File: src/rtl/pmul_seq_ctrl.sv
// Coefficient-schedule sequencer for the shift-register polynomial multiplier.
// Optional feature: define PMUL_SEQ_CONT_EN for back-to-back runs straight out of DONE.
module pmul_seq_ctrl #(
    parameter int N = 4,
    localparam int CW = $clog2(N + 1)
) (
    input  logic          clk,
    input  logic          reset,
    input  logic          start,
    input  logic [CW-1:0] n_active,
    input  logic          stall,
    output logic          csr1_load,
    output logic          csr1_en,
    output logic          csr2_load,
    output logic          csr2_en,
    output logic          acc_clr,
    output logic          busy,
    output logic          done,
    output logic [CW-1:0] outer_idx,
    output logic [CW-1:0] inner_idx
);

    localparam logic [2:0] S_IDLE  = 3'd0;
    localparam logic [2:0] S_LOAD  = 3'd1;
    localparam logic [2:0] S_ISSUE = 3'd2;
    localparam logic [2:0] S_SHIFT = 3'd3;
    localparam logic [2:0] S_DONE  = 3'd4;

    localparam logic [CW-1:0] N_MAX = CW'(N);
    localparam logic [CW-1:0] ONE   = CW'(1);

    logic [2:0]    state_q, state_d;
    logic [CW-1:0] n_lat_q, n_lat_d;
    logic [CW-1:0] outer_q, outer_d;
    logic [CW-1:0] inner_q, inner_d;
    logic          stalled_q, stalled_d;
    logic [CW-1:0] n_clamped;
    logic [CW-1:0] n_last;
    logic          outer_end;

    assign n_clamped = (n_active == '0 || n_active > N_MAX) ? N_MAX : n_active;
    assign n_last    = n_lat_q - ONE;
    assign outer_end = (state_q == S_ISSUE && n_lat_q == ONE) ||
                       (state_q == S_SHIFT && inner_q == n_last);

    // NOTE: every next-state signal gets a default first so no path leaves it unassigned (no latches).
    always_comb begin
        state_d   = state_q;
        n_lat_d   = n_lat_q;
        outer_d   = outer_q;
        inner_d   = inner_q;
        stalled_d = 1'b0;
        case (state_q)
            S_IDLE: begin
                if (start) begin
                    state_d = S_LOAD;
                    n_lat_d = n_clamped;
                end
            end
            S_LOAD: begin
                state_d = S_ISSUE;
                outer_d = '0;
                inner_d = '0;
            end
            S_ISSUE, S_SHIFT: begin
                // A sampled stall holds the step; the strobes for it were already issued.
                if (stall) begin
                    stalled_d = 1'b1;
                end else if (outer_end) begin
                    inner_d = '0;
                    if (outer_q == n_last) begin
                        state_d = S_DONE;
                        outer_d = '0;
                    end else begin
                        state_d = S_ISSUE;
                        outer_d = outer_q + ONE;
                    end
                end else begin
                    state_d = S_SHIFT;
                    inner_d = inner_q + ONE;
                end
            end
            S_DONE: begin
`ifdef PMUL_SEQ_CONT_EN
                if (start) begin
                    state_d = S_LOAD;
                    n_lat_d = n_clamped;
                end else begin
                    state_d = S_IDLE;
                end
`else
                state_d = S_IDLE;
`endif
            end
            default: state_d = S_IDLE;
        endcase
    end

    // NOTE: sequential state uses non-blocking assignments only.
    always_ff @(posedge clk) begin
        if (reset) begin
            state_q   <= S_IDLE;
            n_lat_q   <= N_MAX;
            outer_q   <= '0;
            inner_q   <= '0;
            stalled_q <= 1'b0;
        end else begin
            state_q   <= state_d;
            n_lat_q   <= n_lat_d;
            outer_q   <= outer_d;
            inner_q   <= inner_d;
            stalled_q <= stalled_d;
        end
    end

    // Strobes decode from registers only; a held step shows with its enables suppressed.
    assign csr1_load = (state_q == S_LOAD);
    assign acc_clr   = (state_q == S_LOAD);
    assign csr2_load = (state_q == S_ISSUE) && !stalled_q;
    assign csr1_en   = (state_q == S_ISSUE) && !stalled_q;
    assign csr2_en   = (state_q == S_ISSUE || state_q == S_SHIFT) && !stalled_q;
    assign busy      = (state_q != S_IDLE);
    assign done      = (state_q == S_DONE);
    assign outer_idx = outer_q;
    assign inner_idx = inner_q;

endmodule

File: config.mk
export PLATFORM = sky130hd
export DESIGN_NAME = pmul_seq_ctrl
export DESIGN_NICKNAME = d
export VERILOG_FILES = /design/src/rtl/pmul_seq_ctrl.sv
export SDC_FILE = /design/constraint.sdc
export NUM_CORES = 1
export LEC_CHECK = 0
export CORE_MARGIN = 2
export CORE_UTILIZATION = 37
export CTS_BUF_LIST = sky130_fd_sc_hd__clkbuf_4 sky130_fd_sc_hd__clkbuf_8
export CTS_CLUSTER_DIAMETER = 80
export DETAILED_ROUTE_END_ITERATION = 6
export HOLD_SLACK_MARGIN = 0.05
export PLACE_DENSITY_LB_ADDON = 0.08
export SLEW_MARGIN = 20
export SYNTH_ARGS = -nofsm -noshare
export SYNTH_HDL_FRONTEND = slang
export SYNTH_SLANG_ARGS = --single-unit
File: constraint.sdc
create_clock -name clk -period 3.92 [get_ports clk]
set_input_delay 0.588 -clock clk [delete_from_list [all_inputs] [get_ports clk]]
set_output_delay 0.588 -clock clk [all_outputs]
set_load 0.1 [all_outputs]
=== After elaboration in Yosys (flattened, before gate mapping) ===
Cells that the tools add are included.

* Magnitude comparators: 1
* Mux-type cells: 14
* Reductions and logical operators: 18
* $add $sub $neg: 3
* Bitwise logic cells: 1
* Eq/ne operators: 10

{| class="wikitable"
|+ Operator list
! operator !! count
|-
| $mux W3 || 10
|-
| $pmux W3 S2 || 2
|-
| $pmux W3 S3 || 1
|-
| $add A3 B1 Y3 const B || 2
|-
| $eq A3 B1 Y1 const B || 2
|-
| $eq A3 B2 Y1 const B || 2
|-
| $eq A3 B3 Y1 || 2
|-
| $logic_not A3 Y1 || 2
|-
| $ne A2 B2 Y1 const B || 3
|-
| $reduce_and A2 Y1 || 3
|-
| $logic_and A1 B1 Y1 || 4
|-
| $reduce_or A2 Y1 || 2
|-
| $eq A3 B3 Y1 const B || 1
|-
| $gt A3 B3 Y1 const B || 1
|-
| $logic_or A1 B1 Y1 || 3
|-
| $reduce_and A3 Y1 || 1
|-
| $reduce_bool A3 Y1 || 1
|-
| $sub A3 B1 Y3 const B || 1
|-
| $reduce_bool A2 Y1 || 1
|-
| $logic_not A1 Y1 || 1
|-
| $mux W1 || 1
|-
| $not A1 Y1 || 1
|}

* Flip-flop bits (word level): 13
* Input bits: 7
* Output and inout port bits: 13
* Word-level logic and storage cells: 52

=== Longest topological paths before layout ===
* Word-level depth: 7
* Gate-level depth with buffers: 6
* Mapped depth without buffers: 6

=== Worst setup path before layout ===
No wires, ideal clock.

* Kind: register -> output
* Start: register state_q[2]
* End: output port csr2_load
* Slack: -0.075 ns
* Arrival: 3.407 ns
* Buffers on the path: 3
* Required time: 3.332 ns
* Cell stages (with the launch flop): 6
* Cells stage by stage: dfxtp_1 -> clkbuf_1 -> nand2b_1 -> clkbuf_1 -> nor3_1 -> buf_4

* Word-level cells in the longest chain between the ends: 2

{| class="wikitable"
|+ Ends and longest elaborated chain
! element !! line !! RTL
|-
| start, declared || 32 || <nowiki>logic [2:0] state_q, state_d;</nowiki>
|-
| start signal, assigned || 108 || <nowiki>state_q <= state_d;</nowiki>
|-
| $eq A3 B2 Y1 || -- ||
|-
| $logic_and A1 B1 Y1 || -- ||
|-
| end, declared || 14 || <nowiki>output logic csr2_load,</nowiki>
|}

Every way passes these cells.

=== Worst setup path in the final report ===
* Start: register state_q[1]
* End: output port csr2_load

* Word-level cells in the longest chain between the ends: 2

{| class="wikitable"
|+ Ends and longest elaborated chain
! element !! line !! RTL
|-
| $eq A3 B2 Y1 || 119 || <nowiki>assign csr2_load = (state_q == S_ISSUE) && !stalled_q;</nowiki>
|-
| $logic_and A1 B1 Y1 || 119 ||
|}

Every way passes these cells.

==> summary.txt <==
Logic synthesis
  • Mean Syn Cell Area: 8.84 sq um
  • Seq cells post-synth: 13
  • Sequential-to-total area share from yosys stat: 0.307
  • Gate Count Post-Synth: 96
  • YS warnings: 0
  • Count of different cell masters after synthesis: 44
  • Post-Syn Area: 848 sq um
  • Syn Nets: 108

Clocking
  • Max Root-Sink Buffers: 2
  • Clock Sinks: 13
  • Cts repair resizes: 0
  • Hold-fix buffers, CTS: 0
  • CTS clock-pin slew for the worst setup and hold paths: 0.08 ns
  • CTS buffer count: 3
  • Root Driver: clkbuf_4
  • Skew-Pair Late Insertion Delay: 0.27 ns
  • H-tree Lvls: 1
  • CTS tree: yes
  • Post-CTS setup buffer count: 0

STA
  • Slew @ Worst Pin: 0.967 ns
  • Max_slew headroom: 0.354
  • Crit share post-route: 0.748
  • Post-Route Setup TNS: 0 ns
  • Max Freq: 341 MHz
  • Endpoints failing setup: 0
  • RSZ-0062 raised after global routing: false
  • Final hold viol count: 0
  • Slew Viols, Final: 0
  • Period minus WS final: 2.93 ns
  • Clk_skew: 0.00221 ns

Power and ir drop
  • VDD IR-drop max: 0.000210 V
  • Power Dens Cells: 366 mW/mm^2
  • Switching power: 163 uW
  • Clock group share of total power: 0.231
  • Total power: 394 uW
  • Leakage power: 0.407 nW
  • Int Power: 232 uW
  • Switching part of the total power: 0.413
  • Comb pwr share: 0.394
  • Sequential share of power: 0.375

Placed design
  • Placed inst area: 0.00105 sq mm
  • Placed Instances: 136
  • HPWL Detailed: 1370 microns
  • Port bufs: 19
  • Gpl congestion: 0.716

Drt
  • Vias after detailed routing: 761
  • Remaining DRCs: 0
  • DR pass1 iterations: 4
  • Final wirelength: 1810 microns
  • Vias per cell: 5.44
  • Wire per inst: 13.0 microns
  • Routed Antenna Nets: 0
  • DR iter-0 viols: 16

Finish
  • Area delta synth->final: 27.1%
  • Final nets: 125
  • Layout cells sized above 1: 0.125
  • Non-Filler Instances: 140
  • Design area: 0.00108 sq mm
  • Fill cells: 221
  • Antenna diode count: 0

Min path
  • Worst Hold Path Cells: 2
  • HP Class: reg2reg
  • Worst hold start: n_lat_q[1]
  • Hold Path Sink: n_lat_q[1]

Setup path
  • Capturing point of the worst reg2reg path: outer_idx[1]
  • Max incr delay on CP: 1.16 ns
  • Reg2reg start: n_lat_q[0]
  • Crit end category: output pin
  • CP delay by family, top: buffers and inverters
  • Worst setup path class: reg2out
  • Setup crit start: state_q[1]
  • Critical Path RT: 3.33 ns
  • Crit path DAT: 2.34 ns
  • Buf/Inv on CP: 1
  • Slowest CP cell: clkdlybuf4s50_1
  • CP cell instances: nand2b_1 -> nor3_2 -> clkdlybuf4s50_1
  • Crit Path Max Fanout: 9
  • Reg2Reg Setup Slack: 1.88 ns
  • R2R depth: 6
  • Startpoint type of the worst setup path: flop

Floorplanning
  • CORE AREA: 0.00219 sq mm
  • Initial Util: 0.387
  • DIE WIDTH: 51.9 microns
  • Die area: 0.00269 sq mm
  • Rows: 17
  • Top-Level Pins: 20
  • Chip height: 51.9 microns

Global route
  • Largest net degree at the start of global routing: 14
  • All-layer global routing usage: 0.150
  • First-pass GRT wire length: 2910 microns
  • Vias in the first global route: 650
  • GRT overflow: 0
  • Initial antenna violation count: 0

Run status
  • Status: finished clean

Job
  • Max-Cap Viols: 0
-- logic make-up (layout without fill, tap and decap cells) --
kind of cell	Yosys count	in the layout	synth area share
adders and majority gates	5	5	0.0737
AOI/OAI and AO/OA	22	22	0.184
and+or+nand+nor	38	38	0.268
xor gates and xnor gates	6	6	0.0959
DFF	13	13	0.307
muxes	1	1	0.0118
buffers and inverters	11	27	0.0590
-- stage by stage --
step                      hold slack, ns  worst slack [ns]   util
after detailed placement           0.456              1.28  0.479
after CTS                          0.468             0.974  0.492
after floorplan                    0.432             0.874      -
after global routing               0.500             0.821  0.492
final                              0.465             0.988  0.492
after global placement             0.444              1.33  0.479
-- worst min-delay path: cells and delay by family, from the launching register on --
kind	cells	cell delay, ns
simple gates	1	0.06
flops	1	0.31
compound gates	1	0.05
-- area by class of cell --
cell class	instances	area, sq um	share of cell area
clock buffer	4	30.0	0.0278
inverter	4	15.0	0.0139
multi-input combinational	72	548	0.508
sequential	13	260	0.241
tap	28	35.0	0.0325
timing repair buffer	19	190	0.176
-- power groups by stage --
stage	registers [mW]	clock network (mW)	logic, mW
after floorplan	0.156	0	0.120
after CTS	0.148	0.0944	0.156
after detailed placement	0.151	0	0.155
final	0.148	0.0910	0.156
after global routing	0.150	0.104	0.164
after global placement	0.151	0	0.155
-- state kept, by name, indices dropped and copies added (netlist names) --
register,flops
inner_idx,3
n_lat_q,3
outer_idx,3
stalled_q,1
state_q,3
-- Yosys cell counts (all sizes together) --
master | number | area [sq um]
and2 | 2 | 13.8
o21ai | 2 | 10.0
buf | 4 | 23.8
nand3 | 2 | 10.0
a31oi | 1 | 6.26
xnor2 | 2 | 17.5
xor2 | 2 | 17.5
nor3b | 2 | 15.0
or4 | 2 | 15.0
dfxtp | 13 | 260
inv | 4 | 15.0
or2 | 1 | 6.26
or3b | 3 | 26.3
xnor3 | 1 | 22.5
a211oi | 1 | 7.51
a21boi | 1 | 7.51
a311oi | 2 | 17.5
a22oi | 1 | 7.51
nor2b | 3 | 18.8
nand4 | 2 | 12.5
o41a | 1 | 11.3
o2111ai | 2 | 17.5
o31ai | 2 | 15.0
mux2i | 1 | 10.0
a211o | 1 | 8.76
nand2b | 3 | 18.8
nand4b | 1 | 8.76
or3 | 2 | 13.8
nand3b | 2 | 15.0
xor3 | 1 | 23.8
clkbuf | 3 | 11.3
nor2 | 5 | 21.3
nor3 | 2 | 10.0
o41ai | 1 | 8.76
nand2 | 6 | 22.5
a21oi | 7 | 38.8
ha | 5 | 62.6
-- how the worst max path moves through the flow --
stage                end  cells past startpoint  slack [ns]
2_1_floorplan  csr2_load                      5        0.87
4_1_cts        csr2_load                      3        0.97
3_5_place_dp   csr2_load                      3        1.28
6_report       csr2_load                      3        0.99
5_1_grt        csr2_load                      3        0.82
3_3_place_gp     csr1_en                      3        1.33
-- layer usage --
metal  routed length (microns)  track usage
met1                       861        0.175
met3                        92       0.0489
met5                         0            0
met4                        21       0.0658
met2                       840        0.249
-- cell usage in the layout, fill, tap and decap left out, types with 2 or more instances in the layout --
master,n
or4_1,2
ha_1,5
a21oi_1,6
or3b_2,3
dfxtp_1,13
nand2_1,6
nor2b_1,3
inv_1,4
nand3_1,2
a311oi_1,2
xor2_1,2
nand3b_1,2
xnor2_1,2
clkdlybuf4s50_1,19
nand2b_1,3
o31ai_1,2
nor2_1,4
clkbuf_4,4
o2111ai_1,2
nand4_1,2
(Power assumes the default switching activity.)
